--- src/rtl/mult_par_pkg.sv ---
// Shared types and limits for the sequential signed multiplier with operand parity.
package mult_par_pkg;

    localparam int MIN_WIDTH = 4;
    localparam int MAX_WIDTH = 32;

    typedef enum logic [1:0] {
        IDLE,
        CHECK,
        CALC,
        DONE
    } state_t;

endpackage

--- src/rtl/parity_gen.sv ---
// Even-parity generator: XOR reduction of an N-bit word.
module parity_gen #(
    parameter int N = 8
) (
    input  logic [N-1:0] data,
    output logic         parity
);

    assign parity = ^data;

endmodule

--- src/rtl/mult_par_seq.sv ---
// Sequential signed shift-add multiplier with parity-protected operands and result.
// Operand parity checking is compiled in only when MULT_PAR_SEQ_PARITY_CHECK_EN is defined.
module mult_par_seq
    import mult_par_pkg::*;
#(
    parameter int WIDTH = 16
) (
    input  logic                 clk,
    input  logic                 rst_n,
    input  logic [WIDTH-1:0]     arg_a,
    input  logic                 arg_a_parity,
    input  logic [WIDTH-1:0]     arg_b,
    input  logic                 arg_b_parity,
    input  logic                 req,
    output logic                 ack,
    output logic [2*WIDTH-1:0]   result,
    output logic                 result_parity,
    output logic                 result_rdy,
    output logic                 arg_parity_error
);

    localparam int PW    = 2 * WIDTH;
    localparam int CNT_W = $clog2(WIDTH);
    localparam logic [CNT_W-1:0] LAST_CNT = CNT_W'(WIDTH - 1);

    generate
        if (WIDTH < MIN_WIDTH || WIDTH > MAX_WIDTH) begin : g_width_check
            $error("mult_par_seq: WIDTH=%0d outside legal range %0d..%0d",
                   WIDTH, MIN_WIDTH, MAX_WIDTH);
        end
    endgenerate

    state_t           state_reg, state_next;
    logic [CNT_W-1:0] cnt_reg;
    logic [PW-1:0]    a_reg;
    logic [WIDTH-1:0] b_reg;
    logic             a_par_reg, b_par_reg;
    logic [PW-1:0]    acc_reg, acc_next, pp;
    logic [PW-1:0]    result_reg;
    logic             result_parity_reg;
    logic             err_reg;
    logic             acc_parity;
    logic             par_err;
    logic             capture;
    logic             last_iter;

`ifdef MULT_PAR_SEQ_PARITY_CHECK_EN
    logic a_xor, b_xor;

    parity_gen #(.N(WIDTH)) u_par_a (.data(a_reg[WIDTH-1:0]), .parity(a_xor));
    parity_gen #(.N(WIDTH)) u_par_b (.data(b_reg),            .parity(b_xor));

    assign par_err = (a_xor != a_par_reg) || (b_xor != b_par_reg);
`else
    logic unused_parity;

    assign unused_parity = a_par_reg ^ b_par_reg;
    assign par_err       = 1'b0;
`endif

    // b is consumed LSB first; its MSB carries weight -2^(WIDTH-1), so the last step subtracts.
    assign last_iter = (state_reg == CALC) && (cnt_reg == LAST_CNT);
    assign pp        = b_reg[0] ? a_reg : '0;
    assign acc_next  = last_iter ? (acc_reg - pp) : (acc_reg + pp);

    parity_gen #(.N(PW)) u_par_res (.data(acc_next), .parity(acc_parity));

    always_ff @(posedge clk or negedge rst_n) begin
        if (!rst_n) begin
            state_reg <= IDLE;
        end else begin
            state_reg <= state_next;
        end
    end

    always_comb begin
        state_next = state_reg;
        capture    = 1'b0;
        ack        = 1'b0;
        result_rdy = 1'b0;
        case (state_reg)
            IDLE: begin
                if (req) begin
                    capture    = 1'b1;
                    state_next = CHECK;
                end
            end
            CHECK: begin
                ack        = 1'b1;
                state_next = par_err ? DONE : CALC;
            end
            CALC: begin
                if (last_iter) begin
                    state_next = DONE;
                end
            end
            DONE: begin
                result_rdy = 1'b1;
                state_next = IDLE;
            end
            default: state_next = IDLE;
        endcase
    end

    always_ff @(posedge clk or negedge rst_n) begin
        if (!rst_n) begin
            cnt_reg           <= '0;
            a_reg             <= '0;
            b_reg             <= '0;
            a_par_reg         <= 1'b0;
            b_par_reg         <= 1'b0;
            acc_reg           <= '0;
            result_reg        <= '0;
            result_parity_reg <= 1'b0;
            err_reg           <= 1'b0;
        end else begin
            if (capture) begin
                a_reg     <= {{WIDTH{arg_a[WIDTH-1]}}, arg_a};
                b_reg     <= arg_b;
                a_par_reg <= arg_a_parity;
                b_par_reg <= arg_b_parity;
            end else if (state_reg == CALC) begin
                a_reg <= a_reg << 1;
                b_reg <= b_reg >> 1;
            end

            if (state_reg == CHECK) begin
                cnt_reg <= '0;
                acc_reg <= '0;
            end else if (state_reg == CALC) begin
                cnt_reg <= cnt_reg + 1'b1;
                acc_reg <= acc_next;
            end

            if ((state_reg == CHECK) && par_err) begin
                result_reg        <= '0;
                result_parity_reg <= 1'b0;
                err_reg           <= 1'b1;
            end else if (last_iter) begin
                result_reg        <= acc_next;
                result_parity_reg <= acc_parity;
                err_reg           <= 1'b0;
            end
        end
    end

    assign result           = result_reg;
    assign result_parity    = result_parity_reg;
    assign arg_parity_error = err_reg;

endmodule

--- config.mk ---
export PLATFORM = sky130hd
export DESIGN_NAME = mult_par_seq
export DESIGN_NICKNAME = d
export VERILOG_FILES = /design/src/rtl/mult_par_pkg.sv /design/src/rtl/parity_gen.sv /design/src/rtl/mult_par_seq.sv
export SDC_FILE = /design/constraint.sdc
export NUM_CORES = 1
export LEC_CHECK = 0
export CORE_AREA = 2 2 119 121
export CTS_CLUSTER_DIAMETER = 150
export DETAILED_ROUTE_END_ITERATION = 16
export DIE_AREA = 0 0 121 123
export GPL_ROUTABILITY_DRIVEN = 0
export PLACE_DENSITY = 0.82
export SYNTH_ARGS = -nofsm -noshare
export SYNTH_HDL_FRONTEND = slang
export SYNTH_SLANG_ARGS = --single-unit
export TNS_END_PERCENT = 50
--- constraint.sdc ---
create_clock -name clk -period 5.7 [get_ports clk]
set_clock_uncertainty 0.05 [all_clocks]
set_input_delay 0.855 -clock clk [delete_from_list [all_inputs] [get_ports clk]]
set_output_delay 0.855 -clock clk [all_outputs]
set_load 0.005 [all_outputs]
=== Word level (Yosys, flattened, before mapping) ===
Index checks and enable logic that the tools add are counted.

* Output and inout port bits: 36
* Register bits after elaboration: 119
* Input port bits: 37
* Word-level logic and storage cells: 39

* Reduce and logical (&&, ||, !) cells: 6
* Eq/ne operators: 6
* $add $sub $neg: 3
* Mux-type cells: 17

{| class="wikitable"
|+ Operator list
! operator !! number
|-
| two-way mux 32 bit || 6
|-
| adder 32 bit || 1
|-
| two-way mux 16 bit || 2
|-
| XOR reduction 32 bit || 1
|-
| subtractor 32 bit || 1
|-
| two-way mux 4 bit || 2
|-
| one-hot mux 2 bit (4 select lines) || 1
|-
| adder 4 x 1 -> 4 bit, second input constant || 1
|-
| == test 2 bit, second input constant || 2
|-
| == test 4 bit, second input constant || 1
|-
| two-way mux 1 bit || 4
|-
| two-way mux 2 bit || 2
|-
| != test 2 bit, second input constant || 2
|-
| nonzero test 2 bit || 2
|-
| == test 2 x 1 -> 1 bit, second input constant || 1
|-
| logical NOT 2 bit || 1
|-
| AND reduction 2 bit || 1
|-
| logical AND 1 bit || 1
|}

=== Logic depth before layout (Yosys ltp) ===
* Depth after elaboration: 5
* Gate-level depth with buffers: 24
* Depth with buffers taken out: 21

=== Hierarchy ===
A second synthesis with hierarchy kept.

* Cells, all modules: 874
* Area total of the unflattened synthesis: 7877.6 µm²

{| class="wikitable"
|+ Modules (own cells, without submodules)
! module !! sequential area each (µm²) !! times used !! area an instance (µm²) !! cells an instance
|-
| mult_par_seq || 2977.9 || 1 || 7606.0 || 843
|-
| parity_gen || 0.0 || 1 || 271.5 || 31
|}

=== Least setup slack after synthesis ===
Ideal clock, no wire load.

* Path kind: reg-to-reg
* From: register b_reg[0]
* To: register result_parity_reg, in the netlist result_parity
* Path buffers: 3
* Data required time: 5.574 ns
* Setup time: 0.076 ns
* Stages on the path, launching flop included: 23
* Clock period less this slack: 5.171 ns
* Data arrival time: 5.044 ns
* Path slack: 0.529 ns
* Path through: dfrtp_1 clkbuf_1 clkbuf_1 clkbuf_1 nand2_1 ha_1 nand3_1 nand2_1 nand2b_1 nand3_1 ha_1 nand2_1 a211o_1 a2111oi_2 nor2_1 xor2_1 xnor3_1 xnor3_1 xor3_1 xnor3_1 xnor2_1 xnor3_1 o21ai_1

* Cells in the longest elaborated chain, start to end: 4
* Elaborated cells between the ends (all ways): 5
* Those cells by class: 2 x add/sub; 2 x mux; 1 x reduce/logical

{| class="wikitable"
|+ Ends and longest elaborated chain
! what !! line !! text
|-
| start, declared || mult_par_seq.sv:36 || <nowiki>logic [WIDTH-1:0] b_reg;</nowiki>
|-
| start signal, assigned || mult_par_seq.sv:119 || <nowiki>b_reg <= arg_b;</nowiki>
|-
| start signal, assigned || mult_par_seq.sv:124 || <nowiki>b_reg <= b_reg >> 1;</nowiki>
|-
| two-way mux 32 bit * || mult_par_seq.sv:63 || <nowiki>assign pp = b_reg[0] ? a_reg : '0;</nowiki>
|-
| adder 32 bit / subtractor 32 bit (equally long branches) || mult_par_seq.sv:64 || <nowiki>assign acc_next = last_iter ? (acc_reg - pp) : (acc_reg + pp);</nowiki>
|-
| two-way mux 32 bit * || mult_par_seq.sv:64 ||
|-
| XOR reduction 32 bit * || parity_gen.sv:9 || <nowiki>assign parity = ^data;</nowiki>
|-
| end signal, assigned || mult_par_seq.sv:141 || <nowiki>result_parity_reg <= acc_parity;</nowiki>
|-
| end, declared || mult_par_seq.sv:40 || <nowiki>logic result_parity_reg;</nowiki>
|}

Mark *: on every way between the ends. The rest lies on a longest branch, timed or not.
A chain may end at the register's enable or synchronous reset.

=== Worst setup path in the final report ===
* From: register state_reg[0]
* To: register result_parity_reg, in the netlist result_parity

* Cells in the longest elaborated chain, start to end: 4

{| class="wikitable"
|+ Ends and longest elaborated chain
! what !! line !! text
|-
| start, declared || mult_par_seq.sv:33 || <nowiki>state_t state_reg, state_next;</nowiki>
|-
| start signal, assigned || mult_par_seq.sv:72 || <nowiki>state_reg <= state_next;</nowiki>
|-
| == test 2 bit * || mult_par_seq.sv:62 || <nowiki>assign last_iter = (state_reg == CALC) && (cnt_reg == LAST_CNT);</nowiki>
|-
| logical AND 1 bit * || mult_par_seq.sv:62 ||
|-
| two-way mux 32 bit || mult_par_seq.sv:64 ||
|-
| XOR reduction 32 bit || parity_gen.sv:9 ||
|}

Marks and branches as above.

==> impl_metrics.ini <==
[synth]
synth-xor-area-share_pct = 10.2
synth.yosys.warnings = 0
synth_nets = 932
synth_ff_type = dfrtp_1
async_flop_share_pct = 100
synth_top_cell_area_share_pct = 38.8
synthTopCellsByArea = dfrtp_1, ha_1, a21oi_1
synth_mux_area_share_pct = 6.13
synth_compound_area_share_pct = 20.9
ys_seq_area_share_pct = 38.8
yosys.area_share.simple_pct = 12.7
synth_top_family_by_area = compound AO/OA/AOI/OAI gates
ys_seq_elements = 119
synth-edff-count = 0
syn-mean-instance-area_um2 = 8.97
synthDistinctLibCells = 60
synthAdderAreaFrac_pct = 6.45
syn_inst = 856
syn-cell-area_um2 = 7680
yosysTopAreaCell = dfrtp_1

[global_route]
grt.total_usage_pct = 24.5
grt_antenna_before_repair = 0
grt_pass1_vias = 5987
grt_pass1_wl_um = 28800
grt_max_degree = 78
grt-ovfl-total = 0

[floorplanning]
dieArea_um2 = 14900
die_h_um = 123
core_area_um2 = 13600
io_pins = 73
start_util_pct = 56.4
rows = 43
die_w_um = 121

[timing]
worst_pin_slew_ps = 1060
relSlewSlack_pct = 29.3
period_share_pct = 93.4
hold_viol = 0
finalSetupViolations = 0
period_needed_ps = 5330
setup_tns_ps = 0
rsz0062_at_grt = no
slew_violations = 0
timing.fmax_mhz = 188

[layout]
layout_common_cells = dfrtp_1, a21oi_1, nand2_1
diodes = 0
nNetsFinal = 982
multi_input_comb_area_um2 = 4340
nFillCells = 1099
drive_above_1_share_pct = 6.75
seq_area_um2 = 2980
instances_no_fill = 1099
syn_to_final_growth_pct = 19.1
final_common_cell = dfrtp_1

[critical_path]
crit_cells = 20
cp-end-kind = flop
path_buf_inv = 2
critPathArrivalTime_ps = 5630
r2r_cells = 20
cp-start-kind = flop
critPathKind = flop to flop
cp_common_cell = xnor3_1
crit_slowest_cell = xnor3_1
crit_path_cell_trace = inv_1 > ha_2 > nand4_1 > buf_4 > nand2_1 > nand2b_1 > nand3_1 > ha_1 > o21a_1 > o21ai_1 > a31oi_1 > a311o_1 > a31oi_1 > o21bai_1 > xnor2_1 > xnor3_1 > xnor3_1 > xnor2_1 > xnor3_1 > o21ai_1
critical-path-top-delay-family = XOR/XNOR gates
crit_required_ps = 6000
crit_path_max_fanout = 33
cpPeakStageDelay_ps = 480

[min_path]
holdPathStages = 2
min_path_type = flop to flop

[detailed_routing]
drt_first_pass_iters = 7
ant_nets = 0
num_vias = 6294
wl_per_cell_um = 15.5
drtIter0Drc = 393
drt-total-wl_um = 17100
post-route-drc-count = 0
viasPerCell = 5.73

[run_status]
status = complete, no violations

[placement]
hpwlAfterDp_um = 12100
port_buffers = 69
dp.cells = 1067

[clock_network]
cts.htree.levels = 4
clk_pin_slew_ps = 60
clock_latency_ps = 430
cts_tree = done
cts_buffers = 17
cts-resized-gates = 0
cts-root-buf = clkbuf_16
cts.sinks = 119
ctsHoldBuffers = 0
post_cts.repair.setup_buffers = 0
clockBufferDepth = 2

[run]
max_cap_viol_count = 0
-- synth_stat cells (all sizes together) (2+ instances only) --
library cell,instances
dfrtp,119
nand4,8
and3,8
buf,11
xnor2,36
and2,2
nand2,83
or3,2
nor2b,5
o311ai,2
nand3,19
nand2b,10
o21bai,2
a21oi,97
nor2,64
nor3,7
o22ai,30
mux2i,47
clkbuf,41
o41ai,5
a21o,15
xor2,23
inv,44
a31o,3
o211ai,6
o21a,5
a311oi,4
a31oi,8
xnor3,10
o31ai,7
ha,38
o21ai,71
nand3b,4
-- worst min-delay path: cells and delay by family (launching register included) --
| family | cells | cell delay (ps) |
|---|---|---|
| AOI/OAI and AO/OA | 1 | 60 |
| and+or+nand+nor | 1 | 50 |
| DFF | 1 | 340 |
-- layer usage --
layer / part of all wire (%) / track usage [%] / vias up
li1: - / - / 3134
met1: 47 / 33.6 / 2943
met2: 46 / 39.2 / 187
met3: 5.3 / 4.11 / 30
met4: 1.8 / 9.08 / 0
met5: 0 / 0 / -
-- kinds of logic after synthesis --
kind of cell             count (synthesis)
buffers and inverters                   96
XOR/XNOR                                70
multiplexers                            47
flip-flops                             119
adder cells (fa/ha/maj)                 39
AO/OA/AOI/OAI                          266
AND/OR/NAND/NOR                        218
other                                    1
-- cell type report --
type,count,share of cell area [%]
clock buffer,20,5.10
clock inverter,12,1.90
inverter,44,1.81
multi-input combinational,641,47.5
sequential,119,32.6
tap,180,2.46
timing repair buffer,83,8.68
-- metrics by stage --
step                      utilization (%)  setup WS, ps  area, um^2  hold slack [ps]
after global placement               62.4           523        8500              410
after floorplan                         -           529        7680              421
after CTS                            67.1           419        9140              432
after global routing                 67.2          56.5        9140              460
after detailed placement             62.4           449        8500              419
final                                67.2           374        9140              424
-- worst paths after layout --
path / from / to / slack [ps]
worst max-delay path: state_reg[0] / result_parity / 370
worst min-delay path: result[24] / result[24] / 420
worst max register to register: state_reg[0] / result_parity / 370
worst min register to register: result[24] / result[24] / 420
max in group asynchronous: rst_n / cnt_reg[0] / 3950
min in group asynchronous: rst_n / result[23] / 470
Power is left out: the tool's default activity adds up to more than one toggle a clock period on the data nets, which glitch-free logic cannot reach.
